### src/rtl/tmw_pkg.sv
// Shared definitions for the time-measurement-window counter.
//   tmw_state_e : window FSM state (IDLE, RUN)
//   TMW_ONESHOT : mode value for a single window
//   TMW_CONT    : mode value for back-to-back windows
package tmw_pkg;

    typedef enum logic {
        IDLE = 1'b0,
        RUN  = 1'b1
    } tmw_state_e;

    localparam logic TMW_ONESHOT = 1'b0;
    localparam logic TMW_CONT    = 1'b1;

endpackage

### src/rtl/tmw_sat_counter.sv
// Saturating event counter for one channel.
// Ports:
//   clk, rst : clock, synchronous active-high reset
//   clear    : zero the stored count and sat flag at this edge
//   inc      : count one event this cycle
//   count    : stored count plus this cycle's event (saturating)
//   sat      : an event was lost to saturation, including this cycle
// count/sat include the current cycle so the parent can capture a window
// result at the same edge that clears the counter for the next window.
module tmw_sat_counter #(
    parameter int unsigned CW = 8
) (
    input  logic          clk,
    input  logic          rst,
    input  logic          clear,
    input  logic          inc,
    output logic [CW-1:0] count,
    output logic          sat
);

    logic [CW-1:0] cnt_q;
    logic          sat_q;

    always_comb begin
        count = cnt_q;
        sat   = sat_q;
        if (inc) begin
            if (cnt_q == '1) begin
                sat = 1'b1;
            end else begin
                count = cnt_q + CW'(1);
            end
        end
    end

    always_ff @(posedge clk) begin
        if (rst || clear) begin
            cnt_q <= '0;
            sat_q <= 1'b0;
        end else begin
            cnt_q <= count;
            sat_q <= sat;
        end
    end

endmodule

### src/rtl/tmw_multi_window_counter.sv
// Multi-channel time-measurement-window counter.
// Opens a window of max_counts+1 cycles, counts per-channel event strobes
// while open, and hands the counts off through a valid/ready result port.
// Ports:
//   clk, rst   : clock, synchronous active-high reset
//   start      : open a window (honoured in IDLE only)
//   max_counts : window length minus one, captured on start
//   mode       : TMW_ONESHOT / TMW_CONT, captured on start
//   stop       : in continuous mode, go IDLE after the current window
//   ev_in      : per-channel event strobes
//   en_out     : window open
//   win_count  : cycle index within the window
//   res_valid, res_ready, res_data, res_sat : result handshake and payload
//   overrun    : sticky, a window result was dropped
module tmw_multi_window_counter
    import tmw_pkg::*;
#(
    parameter int unsigned N  = 5,
    parameter int unsigned CH = 4,
    parameter int unsigned CW = 8
) (
    input  logic             clk,
    input  logic             rst,
    input  logic             start,
    input  logic [N-1:0]     max_counts,
    input  logic             mode,
    input  logic             stop,
    input  logic [CH-1:0]    ev_in,
    output logic             en_out,
    output logic [N-1:0]     win_count,
    output logic             res_valid,
    input  logic             res_ready,
    output logic [CH*CW-1:0] res_data,
    output logic [CH-1:0]    res_sat,
    output logic             overrun
);

    tmw_state_e      state;
    logic [N-1:0]    max_reg;
    logic            mode_reg;

    logic            run;
    logic            win_end;
    logic            keep_run;
    logic            acc_clear;
    logic            res_load;
    logic            res_take;
    logic [CH*CW-1:0] acc_all;
    logic [CH-1:0]   sat_all;

    assign run      = (state == RUN);
    assign win_end  = run && (win_count == max_reg);
    assign keep_run = win_end && (mode_reg == TMW_CONT) && !stop;
    // Cleared when a window opens, and at a continuous window boundary after
    // the final-cycle events have been folded into the captured result.
    assign acc_clear = ((state == IDLE) && start) || keep_run;
    assign res_take  = res_valid && res_ready;
    // A window-end result is accepted if the slot is free or frees this cycle.
    assign res_load  = win_end && (!res_valid || res_ready);
    assign en_out    = run;

    for (genvar k = 0; k < CH; k++) begin : g_ch
        tmw_sat_counter #(
            .CW(CW)
        ) u_cnt (
            .clk  (clk),
            .rst  (rst),
            .clear(acc_clear),
            .inc  (run & ev_in[k]),
            .count(acc_all[k*CW +: CW]),
            .sat  (sat_all[k])
        );
    end

    always_ff @(posedge clk) begin
        if (rst) begin
            state     <= IDLE;
            max_reg   <= '0;
            mode_reg  <= TMW_ONESHOT;
            win_count <= '0;
            res_valid <= 1'b0;
            res_data  <= '0;
            res_sat   <= '0;
            overrun   <= 1'b0;
        end else begin
            unique case (state)
                IDLE: begin
                    if (start) begin
                        max_reg   <= max_counts;
                        mode_reg  <= mode;
                        win_count <= '0;
                        overrun   <= 1'b0;
                        state     <= RUN;
                    end
                end
                RUN: begin
                    if (win_end) begin
                        win_count <= '0;
                        state     <= keep_run ? RUN : IDLE;
                        if (!res_load) begin
                            overrun <= 1'b1;
                        end
                    end else begin
                        win_count <= win_count + N'(1);
                    end
                end
                default: state <= IDLE;
            endcase

            if (res_load) begin
                res_data  <= acc_all;
                res_sat   <= sat_all;
                res_valid <= 1'b1;
            end else if (res_take) begin
                res_valid <= 1'b0;
            end
        end
    end

endmodule

### config.mk
export PLATFORM = sky130hd
export DESIGN_NAME = tmw_multi_window_counter
export DESIGN_NICKNAME = d
export VERILOG_FILES = /design/src/rtl/tmw_pkg.sv /design/src/rtl/tmw_sat_counter.sv /design/src/rtl/tmw_multi_window_counter.sv
export SDC_FILE = /design/constraint.sdc
export NUM_CORES = 1
export LEC_CHECK = 0
export ABC_AREA = 1
export BUFFER_PORTS_ARGS = -buffer_cell sky130_fd_sc_hd__buf_4
export CORE_AREA = 2 2 102 104
export DETAILED_ROUTE_END_ITERATION = 12
export DIE_AREA = 0 0 104 106
export PLACE_DENSITY = 0.74
export SYNTH_ARGS = -nofsm -noshare
export SYNTH_HDL_FRONTEND = slang
export SYNTH_SLANG_ARGS = --single-unit
### constraint.sdc
create_clock -name clk -period 1.51 [get_ports clk]
set_input_delay 0.2265 -clock clk [delete_from_list [all_inputs] [get_ports clk]]
set_output_delay 0.2265 -clock clk [all_outputs]
set_load 0.01 [all_outputs]
==> flow_summary.toml, run 1 <==
[critical_path]
r2r_end = "g_ch[0].u_cnt.cnt_q[4]$_SDFF_PP0_"
critPathBufInv = 4
rrSetupSlack_ns = -0.03
reg2reg_depth = 11
critical_path_depth = 11
critPathRequiredTime_ns = 1.77
critical_path_class = "flop to flop"
slowest_delay_ns = 0.37
startpoint = "win_count[0]$_SDFFE_PP0P_"
path_delay_family = "simple AND/OR/NAND/NOR gates"
cp_cell_sequence = "inv_2 -> nand2_2 -> nand2_2 -> inv_2 -> nand2_2 -> nor2_4 -> nand3_4 -> o21ai_4 -> buf_12 -> clkbuf_16 -> nor2_1"
crit_path_top_delay_cell = "dfxtp_2"
cp.arrival_ns = 1.80
critPathCaptureType = "flop"
crit_top_cell = "nand2_2"
crit_fanout = 7
timing.rr.start = "win_count[0]$_SDFFE_PP0P_"
cp-start-kind = "flop"

[clocking]
numCtsBuffers = 9
cts.sinks = 86
cts_tree = "built"
clockBufferDepth = 2
insertion_delay_ns = 0.36
cts.reportedPaths.clkPinSlew_ns = 0.08
ctsHoldBuffers = 0
ctsHtreeMaxLevel = 3
cts_root_buf = "clkbuf_8"

[placement]
dp_hpwl_um = 6220
place_inst = 878
gp_congestion = 0.814
portBuffers = 58

[timing]
fmax_mhz = 650
setup_ws_ns = -0.0279
min_period_ns = 1.54
fin_crit_sh_pct = 102
final-hold-violation-count = 0
slew_viol_final = 0
finalSetupViolCount = 30
rsz0062_at_grt = "yes"
worst_pin_slew_ns = 0.408
skew_ns = 0.00932
setup_tns_ns = -0.437
maxSlewHeadroom_pct = 72.7

[global_route]
track_usage_pct = 16.8
grt_max_degree = 66
grt_remaining_overflow = 0
antenna_found_initial = 0
grt_first_pass_wirelength_um = 15300
first_global_vias = 3672

[hold_path]
hp-start = "rst"
hold_end = "win_count[3]$_SDFFE_PP0P_"
min_path_type = "input pin to flop"
min_path_cells = 2

[floorplan]
core.rowCount = 37
die-height_um = 106
core_um2 = 10000
start_util_pct = 42.6
dieArea_um2 = 11000
io_pins = 59
dieWidth_um = 104

[routing]
finalWirelength_um = 9880
dr.pass1.iters = 4
postRouteAntennaNets = 0
routed_via_density = 4.46
post_drt_wl_per_cell_um = 10.9
vias = 4030
drc = 0
drtIter0Drc = 165

[logic_synthesis]
syn_inst = 665
synth.distinct_cells = 27
synth_area_um2 = 4260
synth_seq_cells = 86
avgSynthCellArea_um2 = 6.41
synth_nets = 685
yosysSeqAreaShare_pct = 40.4
ys.warnings.count = 0

[layout]
syn2layout_area_growth_pct = 30.8
fin_cells = 904
reg_top3 = "g_ch.u_cnt.cnt_q: 32 flops, res_data: 32 flops"
fill_cells = 977
antenna_cells = 0
layout.nets = 783
drive_gt1_share_pct = 24.6

[pwr]
worst_ir_drop_vdd_v = 0.000406
leakage_nw = 2.76
power.density_nw_per_um2 = 896

[run_status]
status = "complete, but fails checks"
violations = "negative setup slack"

[run]
max_cap_viol_count = 0
[stage by stage]
stage	power, mW	setup WS [ns]	instance area, um2	util (%)	hold slack (ns)
6_report	5.00	-0.0279	5580	55.8	0.0788
3_3_place_gp	3.37	0.0681	5050	50.5	0.454
5_1_grt	5.27	-0.0789	5580	55.8	0.0749
4_1_cts	4.89	0.00591	5240	52.4	0.0776
2_1_floorplan	3.05	0.0598	4260	-	0.296
3_5_place_dp	3.38	0.0143	5050	50.5	0.454
[routing by layer]
layer  vias up  global-route usage [%]  wire [um]
li1       2153                       -          -
met2        79                    29.7       4820
met5         -                       0          0
met1      1782                    20.3       4440
met4         0                    5.79        157
met3        16                    3.56        462
[final cells by class]
cell class	count	area, um2	area share, %
Multi-Input combinational cell	422	2030	36.5
Sequential cell	86	1740	31.3
Timing Repair Buffer	103	913	16.4
Inverter	141	529	9.49
Tap cell	136	170	3.05
Clock buffer	13	169	3.03
Clock inverter	3	17.5	0.314
[cells by family (layout without fill, tap and decap cells)]
group	Yosys count	in the layout	share of synthesized area (%)
compound gates	30	30	3.85
xor+xnor	12	12	2.47
fa+ha+maj	5	5	1.47
buf+inv	157	260	15.2
flops	86	86	40.4
simple gates	375	375	36.6
[worst max path at each step]
| stage | endpoint |
|---|---|
| 2_1_floorplan | g_ch[1].u_cnt.cnt_q[1]$_SDFF_PP0_ |
| 3_3_place_gp | res_data[25]$_SDFFE_PP0P_ |
| 3_5_place_dp | res_data[5]$_SDFFE_PP0P_ |
| 4_1_cts | res_data[5]$_SDFFE_PP0P_ |
| 5_1_grt | res_data[4]$_SDFFE_PP0P_ |
| 6_report | g_ch[0].u_cnt.cnt_q[4]$_SDFF_PP0_ |
[cells in the mapped netlist]
| master | count | share of area [%] |
|---|---|---|
| a21o_1 | 1 | 0.18 |
| a21oi_1 | 9 | 1.1 |
| buf_2 | 3 | 0.35 |
| buf_4 | 1 | 0.18 |
| buf_6 | 7 | 1.8 |
| clkbuf_1 | 5 | 0.44 |
| clkinv_1 | 3 | 0.26 |
| dfxtp_1 | 86 | 40 |
| ha_1 | 5 | 1.5 |
| inv_1 | 135 | 12 |
| inv_2 | 3 | 0.26 |
| nand2_1 | 180 | 16 |
| nand2_2 | 2 | 0.29 |
| nand3_1 | 41 | 4.8 |
| nand3_2 | 1 | 0.23 |
| nand3b_1 | 1 | 0.18 |
| nand4_1 | 9 | 1.3 |
| nand4_2 | 1 | 0.29 |
| nor2_1 | 119 | 10 |
| nor2_2 | 14 | 2.1 |
| nor2_4 | 1 | 0.26 |
| nor3_1 | 2 | 0.23 |
| o21ai_0 | 19 | 2.2 |
| o21ai_4 | 1 | 0.38 |
| or2_2 | 4 | 0.59 |
| xnor2_1 | 3 | 0.62 |
| xor2_1 | 9 | 1.8 |
[cell usage in the layout (no fill, tap or decap)]
master	count
nand3b_1	1
dfxtp_1	73
nor2_4	4
nand3_2	1
ha_4	1
nand4_4	1
a21o_1	1
nand3_1	38
nand3_4	3
buf_4	92
clkbuf_16	4
o21ai_4	1
nand4_1	9
dfxtp_2	11
buf_6	2
o21ai_0	16
nand2_1	168
xnor2_1	3
nor2_2	20
nor2_1	110
buf_12	5
clkinv_2	2
nand2_2	14
clkbuf_8	12
o21ai_1	3
ha_1	4
xor2_1	7
clkbuf_1	1
or2_2	4
inv_2	7
dfxtp_4	2
nor3_1	2
inv_1	132
clkinv_1	2
xor2_2	2
clkinvlp_4	1
a21oi_1	9
[power breakdown]
group / leakage (nW) / switching, mW / total, mW / internal (mW)
combinational: 1.96 / 0.543 / 0.997 / 0.454
sequential: 0.704 / 0.0774 / 2.47 / 2.39
clock: 0.0954 / 0.801 / 1.53 / 0.729
[timing repair]
item	in CTS	in global routing
setup buffers	0	3
cloned	0	7
setup endpoints to repair	2	72
resized for setup	1	58
pin swaps	0	8
Note: power is estimated with default switching activity, not from simulation.
==> inputs of run 2 (changes only) <==
PLACE_DENSITY = 0.72   (was 0.74)
clock period = 1.77 ns   (was 1.51 ns; I/O delays follow)
==> flow_summary.toml, run 2 (same netlist as run 1, synthesis figures left out) <==
[critical_path]
critPathRequiredTime_ns = 2.04
rrSetupSlack_ns = 0.18
cp.arrival_ns = 1.86
cp-start-kind = "flop"
r2r_end = "res_data[25]$_SDFFE_PP0P_"
crit_top_cell = "nand2_1"
timing.rr.start = "g_ch[3].u_cnt.cnt_q[0]$_SDFF_PP0_"
critical_path_class = "flop to flop"
critPathCaptureType = "flop"
reg2reg_depth = 10
crit_fanout = 4
slowest_delay_ns = 0.39
cp_cell_sequence = "ha_1 -> nand2_1 -> nor2_1 -> nand3_2 -> nand2_1 -> nand2_1 -> nand2_1 -> nand3_1 -> nand2_1 -> nor2_1"
crit_path_top_delay_cell = "dfxtp_1"

[clocking]
ctsHoldBuffers = 0
ctsHtreeMaxLevel = 3
cts_root_buf = "clkbuf_8"
numCtsBuffers = 9
cts.sinks = 86
cts.reportedPaths.clkPinSlew_ns = 0.09
postCtsSetupBuffers = 0
insertion_delay_ns = 0.36
cts_tree = "built"
clockBufferDepth = 2

[placement]
gp_congestion = 0.806
place_inst = 850
dp_hpwl_um = 6680
portBuffers = 58
place_ws_ns = 0.131

[routing]
drc = 0
postRouteAntennaNets = 0
routed_via_density = 4.54
drtIter0Drc = 154
post_drt_wl_per_cell_um = 10.8
finalWirelength_um = 9320
dr.pass1.iters = 4
vias = 3935

[timing]
fmax_mhz = 629
worst_pin_slew_ns = 0.401
final-hold-violation-count = 0
maxSlewHeadroom_pct = 73.2
min_period_ns = 1.59
finalSetupViolCount = 0
setup_ws_ns = 0.180
rsz0062_at_grt = "no"
fin_crit_sh_pct = 89.8
skew_ns = 0.00925
slew_viol_final = 0
setup_tns_ns = 0

[hold_path]
min_path_cells = 2
hp-start = "rst"
min_path_type = "input pin to flop"
hold_end = "win_count[4]$_SDFFE_PP0P_"

[layout]
layout.nets = 745
mostFrequentLayoutCells = "nand2_1 (179), inv_1 (135), nor2_1 (119)"
fin_cells = 866
drive_gt1_share_pct = 15.3
syn2layout_area_growth_pct = 18.5
reg_top3 = "g_ch.u_cnt.cnt_q: 32 flops, res_data: 32 flops"
final_core_util_pct = 50.5
final_common_cell = "nand2_1"
antenna_cells = 0

[floorplan]
dieArea_um2 = 11000
die-height_um = 106
io_pins = 59
core.rowCount = 37
start_util_pct = 42.6
dieWidth_um = 104
core_um2 = 10000

[pwr]
power.density_nw_per_um2 = 821
total_power_mw = 4.15
worst_ir_drop_vdd_v = 0.000326
leakage_nw = 2.51

[run]
max_cap_viol_count = 0

[global_route]
first_global_vias = 3768
grt_max_degree = 54
grt_first_pass_wirelength_um = 16000
antenna_found_initial = 0
grt_remaining_overflow = 0
track_usage_pct = 17.7

[run_status]
status = "completed"
==> run 2: cell types whose count changed in the layout (fill, tap and decap cells not counted), moves of 4 or more <==
cell | before | now
dfxtp_2 | 11 | 0
nor2_2 | 20 | 14
dfxtp_1 | 73 | 86
nor2_1 | 110 | 119
buf_4 | 92 | 62
clkbuf_16 | 4 | 0
nand2_1 | 168 | 179
inv_2 | 7 | 3
nand2_2 | 14 | 3
==> run 2: power by group <==
group	internal (mW)	total (mW)	switching [mW]	leakage, nW
sequential	2.04	2.11	0.0685	0.698
combinational	0.291	0.694	0.403	1.73
clock	0.625	1.35	0.721	0.0869
total	2.96	4.15	1.19	2.51
==> run 2: critical path: cells and delay by family, from the launching register on <==
family	cells	cell delay (ns)
fa+ha+maj	1	0.23
simple gates	9	0.88
flops	1	0.39
==> run 2: how the worst max path moves through the flow <==
stage	from	endpoint	slack, ns	cells past startpoint
6_report	g_ch[3].u_cnt.cnt_q[0]$_SDFF_PP0_	res_data[25]$_SDFFE_PP0P_	0.18	10
5_1_grt	g_ch[0].u_cnt.cnt_q[0]$_SDFF_PP0_	res_data[0]$_SDFFE_PP0P_	0.003	9
3_5_place_dp	g_ch[2].u_cnt.cnt_q[0]$_SDFF_PP0_	res_data[17]$_SDFFE_PP0P_	0.13	10
2_1_floorplan	win_count[0]$_SDFFE_PP0P_	g_ch[1].u_cnt.cnt_q[1]$_SDFF_PP0_	0.32	10
3_3_place_gp	g_ch[1].u_cnt.cnt_q[0]$_SDFF_PP0_	res_data[9]$_SDFFE_PP0P_	0.23	10
4_1_cts	g_ch[1].u_cnt.cnt_q[0]$_SDFF_PP0_	res_data[9]$_SDFFE_PP0P_	0.11	10
==> run 2: metrics by stage <==
step | hold slack [ns] | cell area [um2]
2_1_floorplan | 0.335 | 4260
3_3_place_gp | 0.459 | 4840
3_5_place_dp | 0.471 | 4840
4_1_cts | 0.103 | 5030
5_1_grt | 0.111 | 5050
6_report | 0.120 | 5050
==> run 2: metal layers <==
metal | track usage (%) | vias up | wire (um)
li1 | - | 2081 | -
met5 | 0 | - | 0
met4 | 8.88 | 0 | 188
met3 | 3.43 | 14 | 424
met1 | 20.4 | 1760 | 4260
met2 | 31.4 | 80 | 4450
==> run 2: repair_timing <==
action	in CTS	in global routing
endpoints found under the hold margin	0	0
setup endpoints to repair	0	7
gates resized for setup	0	4
==> run 2: cell type report <==
| class | instances | area (um2) |
|---|---|---|
| clock inverter | 4 | 30.0 |
| tap | 136 | 170 |
| fill | 1013 | 4950 |
| multi-input combinational | 422 | 1910 |
| clock buffer | 12 | 165 |
| sequential | 86 | 1720 |
| inverter | 141 | 529 |
| timing repair buffer | 65 | 526 |
